`config.mk`:
```
export PLATFORM = sky130hd
export DESIGN_NAME = nettlp_eth_rx
export DESIGN_NICKNAME = d
export VERILOG_FILES = /design/src/rtl/nettlp_pkg.sv /design/src/rtl/nettlp_rx_hdr_check.sv /design/src/rtl/nettlp_eth_rx.sv
export SDC_FILE = /design/constraint.sdc
export NUM_CORES = 1
export LEC_CHECK = 0
export ABC_CLOCK_PERIOD_IN_PS = 2000
export BUFFER_PORTS_ARGS = -buffer_cell sky130_fd_sc_hd__buf_2
export CORE_UTILIZATION = 48
export CTS_BUF_LIST = sky130_fd_sc_hd__clkbuf_8
export CTS_CLUSTER_DIAMETER = 120
export DETAILED_ROUTE_END_ITERATION = 10
export GPL_TIMING_DRIVEN = 0
export PLACE_DENSITY_LB_ADDON = 0.1
export SYNTH_ARGS = -nofsm -noshare
export SYNTH_HDL_FRONTEND = slang
export SYNTH_SLANG_ARGS = --single-unit
```
`constraint.sdc`:
```
create_clock -name eth_clk -period 2 [get_ports eth_clk]
set_input_delay 0 -clock eth_clk [delete_from_list [all_inputs] [get_ports eth_clk]]
set_output_delay 0 -clock eth_clk [all_outputs]
set_load 0.02 [all_outputs]
```
`src/rtl/nettlp_pkg.sv`:
```
// Shared NetTLP definitions: Ethernet/IPv4/UDP/NetTLP qword views of the RX stream
// and the PCIe TX FIFO word layout.
package nettlp_pkg;

  localparam logic [15:0] ETHERTYPE_IPV4   = 16'h0800;
  localparam logic [7:0]  IPPROTO_UDP      = 8'd17;
  localparam logic [2:0]  NETTLP_HDR_BEATS = 3'd6;

  typedef enum logic [1:0] {
    IDLE    = 2'd0,
    HDR     = 2'd1,
    PAYLOAD = 2'd2,
    DROP    = 2'd3
  } ETH_RX_STATE;

  typedef logic [63:0] ETH_TDATA64;

  // Wire bytes 8-15: tail of eth.src, ethertype, IPv4 version/ihl, tos
  typedef struct packed {
    logic [31:0] src_lo;
    logic [15:0] h_proto;
    logic [3:0]  version;
    logic [3:0]  ihl;
    logic [7:0]  tos;
  } PACKET_QWORD1;

  typedef struct packed {
    logic [15:0] tot_len;
    logic [15:0] id;
    logic [15:0] frag_off;
    logic [7:0]  ttl;
    logic [7:0]  protocol;
  } PACKET_QWORD2;

  typedef struct packed {
    logic [15:0] check;
    logic [31:0] saddr;
    logic [15:0] daddr_hi;
  } PACKET_QWORD3;

  typedef struct packed {
    logic [15:0] daddr_lo;
    logic [15:0] source;
    logic [15:0] dest;
    logic [15:0] len;
  } PACKET_QWORD4;

  typedef struct packed {
    logic [15:0] check;
    logic [15:0] seq;
    logic [31:0] tstamp;
  } PACKET_QWORD5;

  // tuser[2] is src_dsc (discontinue)
  typedef struct packed {
    logic        tvalid;
    logic [3:0]  tuser;
    logic        tlast;
    logic [7:0]  tkeep;
    logic [63:0] tdata;
  } PCIE_FIFO64_TX;

endpackage

```
`src/rtl/nettlp_rx_hdr_check.sv`:
```
// Per-beat header match accumulator: folds Eth/IPv4/UDP checks for beats 1-4 into
// a single registered match flag and classifies the UDP destination port.
module nettlp_rx_hdr_check
  import nettlp_pkg::*;
#(
  parameter logic [15:0] UDP_PORT_CPL = 16'h3000,
  parameter logic [15:0] UDP_PORT_MR  = 16'h4000,
  parameter logic [15:0] PORT_MASK    = 16'hF000
) (
  input  logic        clk,
  input  logic        rst_n,
  input  logic        beat_en,
  input  logic [2:0]  beat,
  input  logic [63:0] data,
  output logic        match,
  output logic        pkt_type
);

  PACKET_QWORD1 q1_s;
  PACKET_QWORD2 q2_s;
  PACKET_QWORD4 q4_s;
  logic [15:0]  dport_s;
  logic         unused_s;

  assign q1_s    = PACKET_QWORD1'(data);
  assign q2_s    = PACKET_QWORD2'(data);
  assign q4_s    = PACKET_QWORD4'(data);
  assign dport_s = q4_s.dest & PORT_MASK;
  assign unused_s = ^{q1_s.src_lo, q1_s.tos, q2_s.tot_len, q2_s.id, q2_s.frag_off,
                      q2_s.ttl, q4_s.daddr_lo, q4_s.source, q4_s.len};

  // Beat 0 opens a new frame with match set; later beats can only clear it
  always_ff @(posedge clk) begin
    if (!rst_n) begin
      match    <= 1'b0;
      pkt_type <= 1'b0;
    end else if (beat_en) begin
      case (beat)
        3'd0: match <= 1'b1;
        3'd1: match <= match && (q1_s.h_proto == ETHERTYPE_IPV4) &&
                       (q1_s.version == 4'd4) && (q1_s.ihl == 4'd5);
        3'd2: match <= match && (q2_s.protocol == IPPROTO_UDP);
        3'd4: begin
          match    <= match && ((dport_s == UDP_PORT_CPL) || (dport_s == UDP_PORT_MR));
          pkt_type <= (dport_s == UDP_PORT_MR);
        end
        default: match <= match;
      endcase
    end
  end

endmodule

```
`src/rtl/nettlp_eth_rx.sv`:
```
// NetTLP receive de-encapsulator: strips Eth/IPv4/UDP/NetTLP headers from the
// 10G RX stream and forwards the carried TLP into the PCIe TX FIFO.
module nettlp_eth_rx
  import nettlp_pkg::*;
#(
  parameter logic [15:0] UDP_PORT_CPL = 16'h3000,
  parameter logic [15:0] UDP_PORT_MR  = 16'h4000,
  parameter logic [15:0] PORT_MASK    = 16'hF000,
  parameter int          CNT_W        = 32
) (
  input  logic             eth_clk,
  input  logic             eth_rst_n,
  input  logic             eth_rx_tvalid,
  input  logic             eth_rx_tlast,
  input  logic [7:0]       eth_rx_tkeep,
  input  logic [63:0]      eth_rx_tdata,
  input  logic             eth_rx_tuser,
  output logic [77:0]      fifo_din,
  output logic             fifo_wr_en,
  input  logic             fifo_full,
  input  logic             fifo_prog_full,
  output logic             pkt_type,
  output logic             pkt_valid,
  output logic [15:0]      last_seq,
  output logic [31:0]      last_tstamp,
  output logic [CNT_W-1:0] cnt_rx_ok,
  output logic [CNT_W-1:0] cnt_drop,
  output logic [CNT_W-1:0] cnt_err
);

  ETH_RX_STATE   state_r;
  logic [2:0]    beat_r;
  logic          ovf_r;
  logic          match_s;
  logic          hdr_type_s;
  logic          chk_en_s;
  logic [2:0]    chk_beat_s;
  logic          tail_bad_s;
  logic          pay_err_s;
  logic          wr_s;
  logic          dsc_s;
  logic [7:0]    keep_s;
  PCIE_FIFO64_TX word_s;
  PACKET_QWORD5  q5_s;
  logic          unused_s;

  function automatic logic [CNT_W-1:0] sat_inc(input logic [CNT_W-1:0] v);
    if (v == {CNT_W{1'b1}}) return v;
    else return v + {{(CNT_W-1){1'b0}}, 1'b1};
  endfunction

  assign q5_s       = PACKET_QWORD5'(ETH_TDATA64'(eth_rx_tdata));
  assign unused_s   = ^q5_s.check;
  assign chk_en_s   = eth_rx_tvalid && ((state_r == IDLE) || (state_r == HDR));
  assign chk_beat_s = (state_r == IDLE) ? 3'd0 : beat_r;
  assign tail_bad_s = eth_rx_tuser || !((eth_rx_tkeep == 8'hFF) || (eth_rx_tkeep == 8'hF0));
  assign pay_err_s  = ovf_r || fifo_full || tail_bad_s;

  nettlp_rx_hdr_check #(
    .UDP_PORT_CPL (UDP_PORT_CPL),
    .UDP_PORT_MR  (UDP_PORT_MR),
    .PORT_MASK    (PORT_MASK)
  ) u_hdr_check (
    .clk      (eth_clk),
    .rst_n    (eth_rst_n),
    .beat_en  (chk_en_s),
    .beat     (chk_beat_s),
    .data     (eth_rx_tdata),
    .match    (match_s),
    .pkt_type (hdr_type_s)
  );

  // Payload write path: dword swap into the FIFO layout, overflow suppression, tail marking
  always_comb begin
    wr_s   = 1'b0;
    dsc_s  = 1'b0;
    keep_s = {eth_rx_tkeep[3:0], eth_rx_tkeep[7:4]};
    if ((state_r == PAYLOAD) && eth_rx_tvalid) begin
      if (eth_rx_tlast) begin
        wr_s  = !fifo_full;
        dsc_s = ovf_r || tail_bad_s;
        if (tail_bad_s) keep_s = 8'hFF;
        else keep_s = {eth_rx_tkeep[3:0], eth_rx_tkeep[7:4]};
      end else begin
        wr_s  = !fifo_full && !ovf_r;
        dsc_s = 1'b0;
      end
    end else begin
      wr_s  = 1'b0;
      dsc_s = 1'b0;
    end
    word_s.tvalid = 1'b1;
    word_s.tuser  = {1'b0, dsc_s, 2'b00};
    word_s.tlast  = eth_rx_tlast;
    word_s.tkeep  = keep_s;
    word_s.tdata  = {eth_rx_tdata[31:0], eth_rx_tdata[63:32]};
  end

  // Frame FSM, registered FIFO outputs, header latches and saturating counters
  always_ff @(posedge eth_clk) begin
    if (!eth_rst_n) begin
      state_r     <= IDLE;
      beat_r      <= 3'd0;
      ovf_r       <= 1'b0;
      fifo_wr_en  <= 1'b0;
      fifo_din    <= 78'd0;
      pkt_valid   <= 1'b0;
      pkt_type    <= 1'b0;
      last_seq    <= 16'd0;
      last_tstamp <= 32'd0;
      cnt_rx_ok   <= {CNT_W{1'b0}};
      cnt_drop    <= {CNT_W{1'b0}};
      cnt_err     <= {CNT_W{1'b0}};
    end else begin
      fifo_wr_en <= wr_s;
      if (wr_s) fifo_din <= word_s;
      pkt_valid <= 1'b0;
      if (eth_rx_tvalid) begin
        case (state_r)
          IDLE: begin
            if (eth_rx_tlast) begin
              cnt_drop <= sat_inc(cnt_drop);
            end else begin
              state_r <= HDR;
              beat_r  <= 3'd1;
            end
          end
          HDR: begin
            if (eth_rx_tlast) begin
              state_r  <= IDLE;
              beat_r   <= 3'd0;
              cnt_drop <= sat_inc(cnt_drop);
            end else if (beat_r == (NETTLP_HDR_BEATS - 3'd1)) begin
              beat_r <= 3'd0;
              ovf_r  <= 1'b0;
              if (!match_s || fifo_prog_full) begin
                state_r <= DROP;
              end else begin
                state_r     <= PAYLOAD;
                pkt_valid   <= 1'b1;
                pkt_type    <= hdr_type_s;
                last_seq    <= q5_s.seq;
                last_tstamp <= q5_s.tstamp;
              end
            end else begin
              beat_r <= beat_r + 3'd1;
            end
          end
          PAYLOAD: begin
            if (eth_rx_tlast) begin
              state_r <= IDLE;
              ovf_r   <= 1'b0;
              if (pay_err_s) cnt_err <= sat_inc(cnt_err);
              else cnt_rx_ok <= sat_inc(cnt_rx_ok);
            end else if (fifo_full) begin
              ovf_r <= 1'b1;
            end
          end
          DROP: begin
            if (eth_rx_tlast) begin
              state_r  <= IDLE;
              cnt_drop <= sat_inc(cnt_drop);
            end
          end
          default: begin
            state_r <= IDLE;
            beat_r  <= 3'd0;
          end
        endcase
      end
    end
  end

endmodule

```
==> metrics, run 1 <==
crit path kind=flop to flop; sequential-to-total area share from yosys stat=between 40% and 50%; die width=144 um; Synth area leaders=dfxtp_1, nand2_1, a21oi_1; die area=0.0206 mm2; Final Max Tran Viols=0; Clock Root Buffer=clkbuf_8; Critical Path Start=cnt_err[3]$_SDFFE_PN0P_; setup TNS=0 ps; drt drc=0; Synth top area share=47.8%; Total GRT Usage=28.7%; number of cell rows=a little over 50; synth cell count leaders=nand2_1, dfxtp_1, a21oi_1, nor2_1, xor2_1; # fillers=1612; Avg Cell Area, Syn=roughly 8.3 um2; Max VDD drop=0.493 mV; Reg clk slew, reported paths=60 ps; leakage power=5.87 nW; first-pass GRT wire length=between 40000 and 50000 um; GR Overflow Total=0; Clock Power Share=46.1%; Die Ht=144 um; Cell Area, Synth=0.00962 mm2; internal power=7.17 mW; number of placed I/O pins=just over 300; DR vias=10100; CTS HTree Levels=2; CP Max Fanout=7; iteration-0 DRC count of the detailed router=around 410; final hold violation count=0; max_slew headroom=56.9%; skew final=just over 20 ps; clk_lat worst skew=540 ps; clock sinks=230; Routed WL=~30000 um; Layout area overhead=42.6%; outcome=finished, final reports clean; Worst Min Path Start=eth_rst_n; layout cell share with drive strength beyond 1=31.0%; Netlist cell types=65; post-synthesis async set-or-reset flop share=0%; core box area=about 0.020 mm2; area leader, netlist=dfxtp_1; Synth Flop Type=dfxtp_1; Fin Hold WS=91.7 ps; switching pwr=around 2.1 mW; starting density of the core=approximately half; min Tclk post-route=1950 ps; Worst EP arrival=2340 ps; Num CTS Buffers=40; Syn Inst Count=1163; detailed-route vias per instance=5.26; DRT Pass-1 Iters=5; Final #Nets=1700; flops & latches, synth=230; routed length per placed instance=16.2 um; Synth Warn #=0; CTS max path bufs=3; Hold Crit Class=primary input to flop; max-cap violations=0; post-route antenna net violation count=0; vias in the first global route=9219; sequential power share=between 40% and 50%; top-count cell post-synth=nand2_1; DPL Wire Length=21500 um; period utilization=97.5%; combinational share of power=4.7%; final core occ=70.3%; startpoint types=flop; Slew @ Worst Pin=~650 ps; GP Congestion=about 0.93; RR Startpoint=cnt_err[3]$_SDFFE_PN0P_; PD cells=679 mW/mm2; largest net degree at the start of global routing=11; endpoints failing setup=0; EDFF count, synth=0; Fmax=~510 MHz; Worst Path Required=2390 ps; CP Capture Type=flop; initial antenna violation count=2; PortBufs=298; sw frac=~23%; RSZ-0062 raised after global routing=yes; TritonCTS clock tree=built
-- power groups by stage --
stage	clock, mW	sequential, mW	combinational, mW
after floorplan	0	4.70	0.127
after global placement	0	4.70	0.299
after detailed placement	0	4.70	0.298
after CTS	4.38	4.59	0.426
after global routing	4.61	4.58	0.473
final	4.30	4.59	0.437
-- final cells by class --
cell class	instances	area (um2)	share of cell area, %
multi-input cells	853	4960	36.1
flip-flops and latches	230	4650	33.9
repair buffers	414	2570	18.7
clock inverters	16	68.8	0.501
plain buffers	65	343	2.50
well taps	265	332	2.42
diodes	2	5.00	0.0365
clock buffers	54	743	5.41
inverters	14	52.6	0.383
-- per-stage QoR --
step                setup slack, ps  total power [mW]  cells  instance area (um2)
floorplan                     -4.00              4.82   1165                 9660
global placement               -361              4.99   1728                11500
finish                         49.6              9.32   1913                13700
global route                  -56.3              9.67   1913                13700
CTS                            1.81              9.40   1897                13400
detailed placement             -422              4.99   1728                11500
-- what timing repair did --
action,in CTS,in global routing
hold endpoints to repair,131,0
setup endpoints to repair,201,199
gates cloned,1,1
buffers inserted,22,14
gates resized for setup,48,79
pin swaps,13,19
hold buffers,79,0
-- critical path: stages (launching register included) --
cell and delay [ps]:
dfxtp_2 390, and4_4 280, nand4_4 170, or3_4 470, nor4b_4 280, xnor2_1 150, nor2_1 70
-- flip-flops by register name (all words and copies together) (netlist names) --
| name | flops |
|---|---|
| last_tstamp | 32 |
| state_r | 2 |
| ovf_r | 1 |
| fifo_din | 75 |
| u_hdr_check.match | 1 |
| cnt_err | 32 |
| fifo_wr_en | 1 |
| cnt_rx_ok | 32 |
| beat_r | 3 |
| cnt_drop | 32 |
| pkt_type | 1 |
| u_hdr_check.pkt_type | 1 |
| pkt_valid | 1 |
| last_seq | 16 |
-- kinds of logic (layout without fill, tap and decap cells) --
logic type / after synthesis / in the layout / share of synthesized area, %
XOR/XNOR: 76 / 76 / 6.92
flip-flops: 230 / 230 / 47.8
other: 1 / 5 / 0.0390
adder cells (fa/ha/maj): 3 / 3 / 0.390
multiplexers: 4 / 4 / 0.416
buffers and inverters: 83 / 563 / 3.48
AO/OA/AOI/OAI: 186 / 186 / 11.9
AND/OR/NAND/NOR: 580 / 581 / 29.0
-- final timing paths --
path                                    end  slack [ps]  cells past startpoint
setup / recovery   cnt_err[28]$_SDFFE_PN0P_          50                      6
hold / removal     cnt_err[13]$_SDFFE_PN0P_          90                      4
setup reg to reg   cnt_err[28]$_SDFFE_PN0P_          50                      6
hold reg to reg   fifo_din[18]$_SDFFE_PN0P_         450                      2
-- routing by layer --
layer  part of all wire, %  up-vias  track usage [%]
met4                   3.7        0             12.2
met2                    48      392             49.9
met5                     0        -                0
met3                   7.5       81             6.53
li1                      -     4913                -
met1                    41     4680             33.9
-- layout by cell type, fill, tap and decap left out, types with 6 or more instances in the layout --
cell / instances
o221a_2: 7
dfxtp_1: 206
clkbuf_1: 28
dfxtp_2: 16
o21ai_0: 16
clkbuf_8: 54
xnor2_1: 20
nor2_1: 99
and2_1: 9
nor3_1: 11
buf_6: 6
nand4_1: 43
buf_4: 40
a21oi_1: 126
nand3_1: 38
buf_2: 308
nor4_1: 12
and4_1: 9
and3_1: 22
clkbuf_2: 9
dfxtp_4: 8
inv_1: 27
xor2_1: 56
clkbuf_4: 7
nand2_1: 276
dlygate4sd3_1: 79
Power figures use the tool's default switching activity.
==> inputs of run 2 (changes only) <==
Settings changed: CORE_ASPECT_RATIO set to 1.4.
==> metrics, run 2 (synthesis results as in run 1) <==
outcome=finished, final reports clean; TritonCTS clock tree=built; Worst EP arrival=2370 ps; # fillers=1597; leakage power=5.84 nW; RSZ-0062 raised after global routing=yes; Final #Nets=1705; Final Max Tran Viols=0; Final Instance Area=0.0137 mm2; sw frac=23.3%; Slew @ Worst Pin=791 ps; die area=around 0.021 mm2; clk_lat worst skew=520 ps; Clock Power Share=around 45%; Clock Root Buffer=clkbuf_8; multi-input logic area=0.00493 mm2; setup slack after layout=37.1 ps; DPL Wire Length=21400 um; Worst Path Required=2400 ps; Routed WL=between 30000 and 40000 um; most used cell, CP=or3_4; Crit-path slowest cell=or3_4; largest register by flop count=fifo_din; Total Power=9.12 mW; CTS max path bufs=3; endpoints failing setup=0; post-route antenna net violation count=0; dpl cell area=approximately 0.011 mm2; clock sinks=230; starting density of the core=between 40 and 50%; routed length per placed instance=16.5 um; most common cell after layout, fill and taps aside=buf_2; detailed-route vias per instance=5.35; final hold violation count=0; Setup WS pre-CTS=-515 ps; iteration-0 DRC count of the detailed router=478; Die Ht=170 um; Critical Path Start=cnt_err[14]$_SDFFE_PN0P_; initial antenna violation count=2; PortBufs=298; largest net degree at the start of global routing=11; Max VDD drop=0.595 mV; switching pwr=between 2 and 2.5 mW; Fin Hold WS=48.7 ps; core box area=0.0194 mm2; CP Cell Sequence=nand4_1, or3_4, or3_4, o21ai_4, nor4_1, o21bai_1; DR vias=roughly 10000; internal power=6.99 mW; first-pass GRT wire length=about 50000 um; startpoint types=flop; critical path's largest stage delay=450 ps; die width=122 um; Reg clk slew, reported paths=roughly 70 ps; combinational share of power=4.9%; layout cell share with drive strength beyond 1=31.2%; Critical Path Sink=cnt_err[7]$_SDFFE_PN0P_; vias in the first global route=9803; CTS HTree Levels=2; GR Overflow Total=0; PD cells=666 mW/mm2; skew final=about 13 ps; Reg area=roughly 0.0047 mm2; sequential power share=about half; Layout area overhead=42.2%; number of cell rows=60; min Tclk post-route=between 1500 and 2000 ps; DRT Pass-1 Iters=7; number of placed I/O pins=slightly above 300; most frequent cells in the layout=buf_2, nand2_1, dfxtp_1; period utilization=slightly below 100%; max_slew headroom=47.2%; Worst R2R Path Depth=6; CP Max Fanout=8; r2r setup slk=about 37 ps; drt drc=0; Total GRT Usage=between 20 and 30%; FF-to-FF End=cnt_err[7]$_SDFFE_PN0P_; GP Congestion=0.892; crit path kind=flop to flop; Hold Crit Class=primary input to flop; Fmax=509 MHz; RR Startpoint=cnt_err[14]$_SDFFE_PN0P_; max reg flops=75; CP Capture Type=flop; Num CTS Buffers=37; max-cap violations=0
-- run 2: changes by cell type in the layout (fill, tap and decap cells not counted), moves of 2 or more --
| cell | delta |
|---|---|
| and4_1 | -3 |
| and4_4 | +2 |
| buf_2 | -4 |
| buf_4 | +9 |
| buf_6 | -2 |
| clkbuf_1 | +3 |
| clkbuf_8 | -8 |
| clkinv_2 | +2 |
| inv_1 | -4 |
| inv_6 | +2 |
-- run 2: worst min path at each step --
stage                                start                   endpoint  slack (ps)  depth (start not counted)
final                         eth_rx_tuser  fifo_din[75]$_SDFFE_PN0P_          50                          5
after global routing          eth_rx_tuser  fifo_din[75]$_SDFFE_PN0P_         110                          5
after CTS                     eth_rx_tuser  fifo_din[75]$_SDFFE_PN0P_          40                          5
after detailed placement  eth_rx_tdata[60]  fifo_din[28]$_SDFFE_PN0P_         250                          3
after global placement    eth_rx_tdata[50]  fifo_din[18]$_SDFFE_PN0P_         240                          3
after floorplan           eth_rx_tdata[32]   fifo_din[0]$_SDFFE_PN0P_         140                          2
-- run 2: layout make-up --
class | instances | share of cell area (%)
multi-input cells | 852 | 36.0
flip-flops and latches | 230 | 34.0
repair buffers | 422 | 19.4
clock buffers | 46 | 4.63
plain buffers | 66 | 2.52
well taps | 248 | 2.27
clock inverters | 16 | 0.759
inverters | 14 | 0.384
diodes | 2 | 0.0366
-- run 2: per-layer routing --
metal  track usage (%)  up-vias  wire length, um
met5                 0        -                0
li1                  -     4912                -
met3              5.91       95             1930
met2              52.0      365            15700
met4              16.6        0             1420
met1              32.6     4764            12300
-- run 2: critical path: cells and delay by family, from the launching register on --
kind	cells	cell delay, ps
compound gates	2	430
simple gates	4	1080
flops	1	340
-- run 2: through the flow --
stage          std cells  utilization [%]  setup TNS (ps)
2_1_floorplan       1165                -           -19.3
3_3_place_gp        1711             58.9          -35510
3_5_place_dp        1711             58.9          -40510
4_1_cts             1877             68.6           -5.23
5_1_grt             1895             70.4            -340
6_report            1896             70.4               0
-- run 2: what timing repair did --
item | 4_1_cts | 5_1_grt
gates cloned | 1 | 1
hold buffers | 79 | 0
buffers inserted | 25 | 18
setup endpoints to repair | 193 | 202
endpoints found under the hold margin | 131 | 0
pin swaps | 11 | 20
gates resized for setup | 51 | 72
-- run 2: power groups by stage --
stage,registers (mW),clock network (mW),logic (mW)
after detailed placement,4.70,0,0.302
after CTS,4.59,4.16,0.431
after floorplan,4.70,0,0.127
after global routing,4.58,4.37,0.476
after global placement,4.70,0,0.302
final,4.59,4.09,0.443
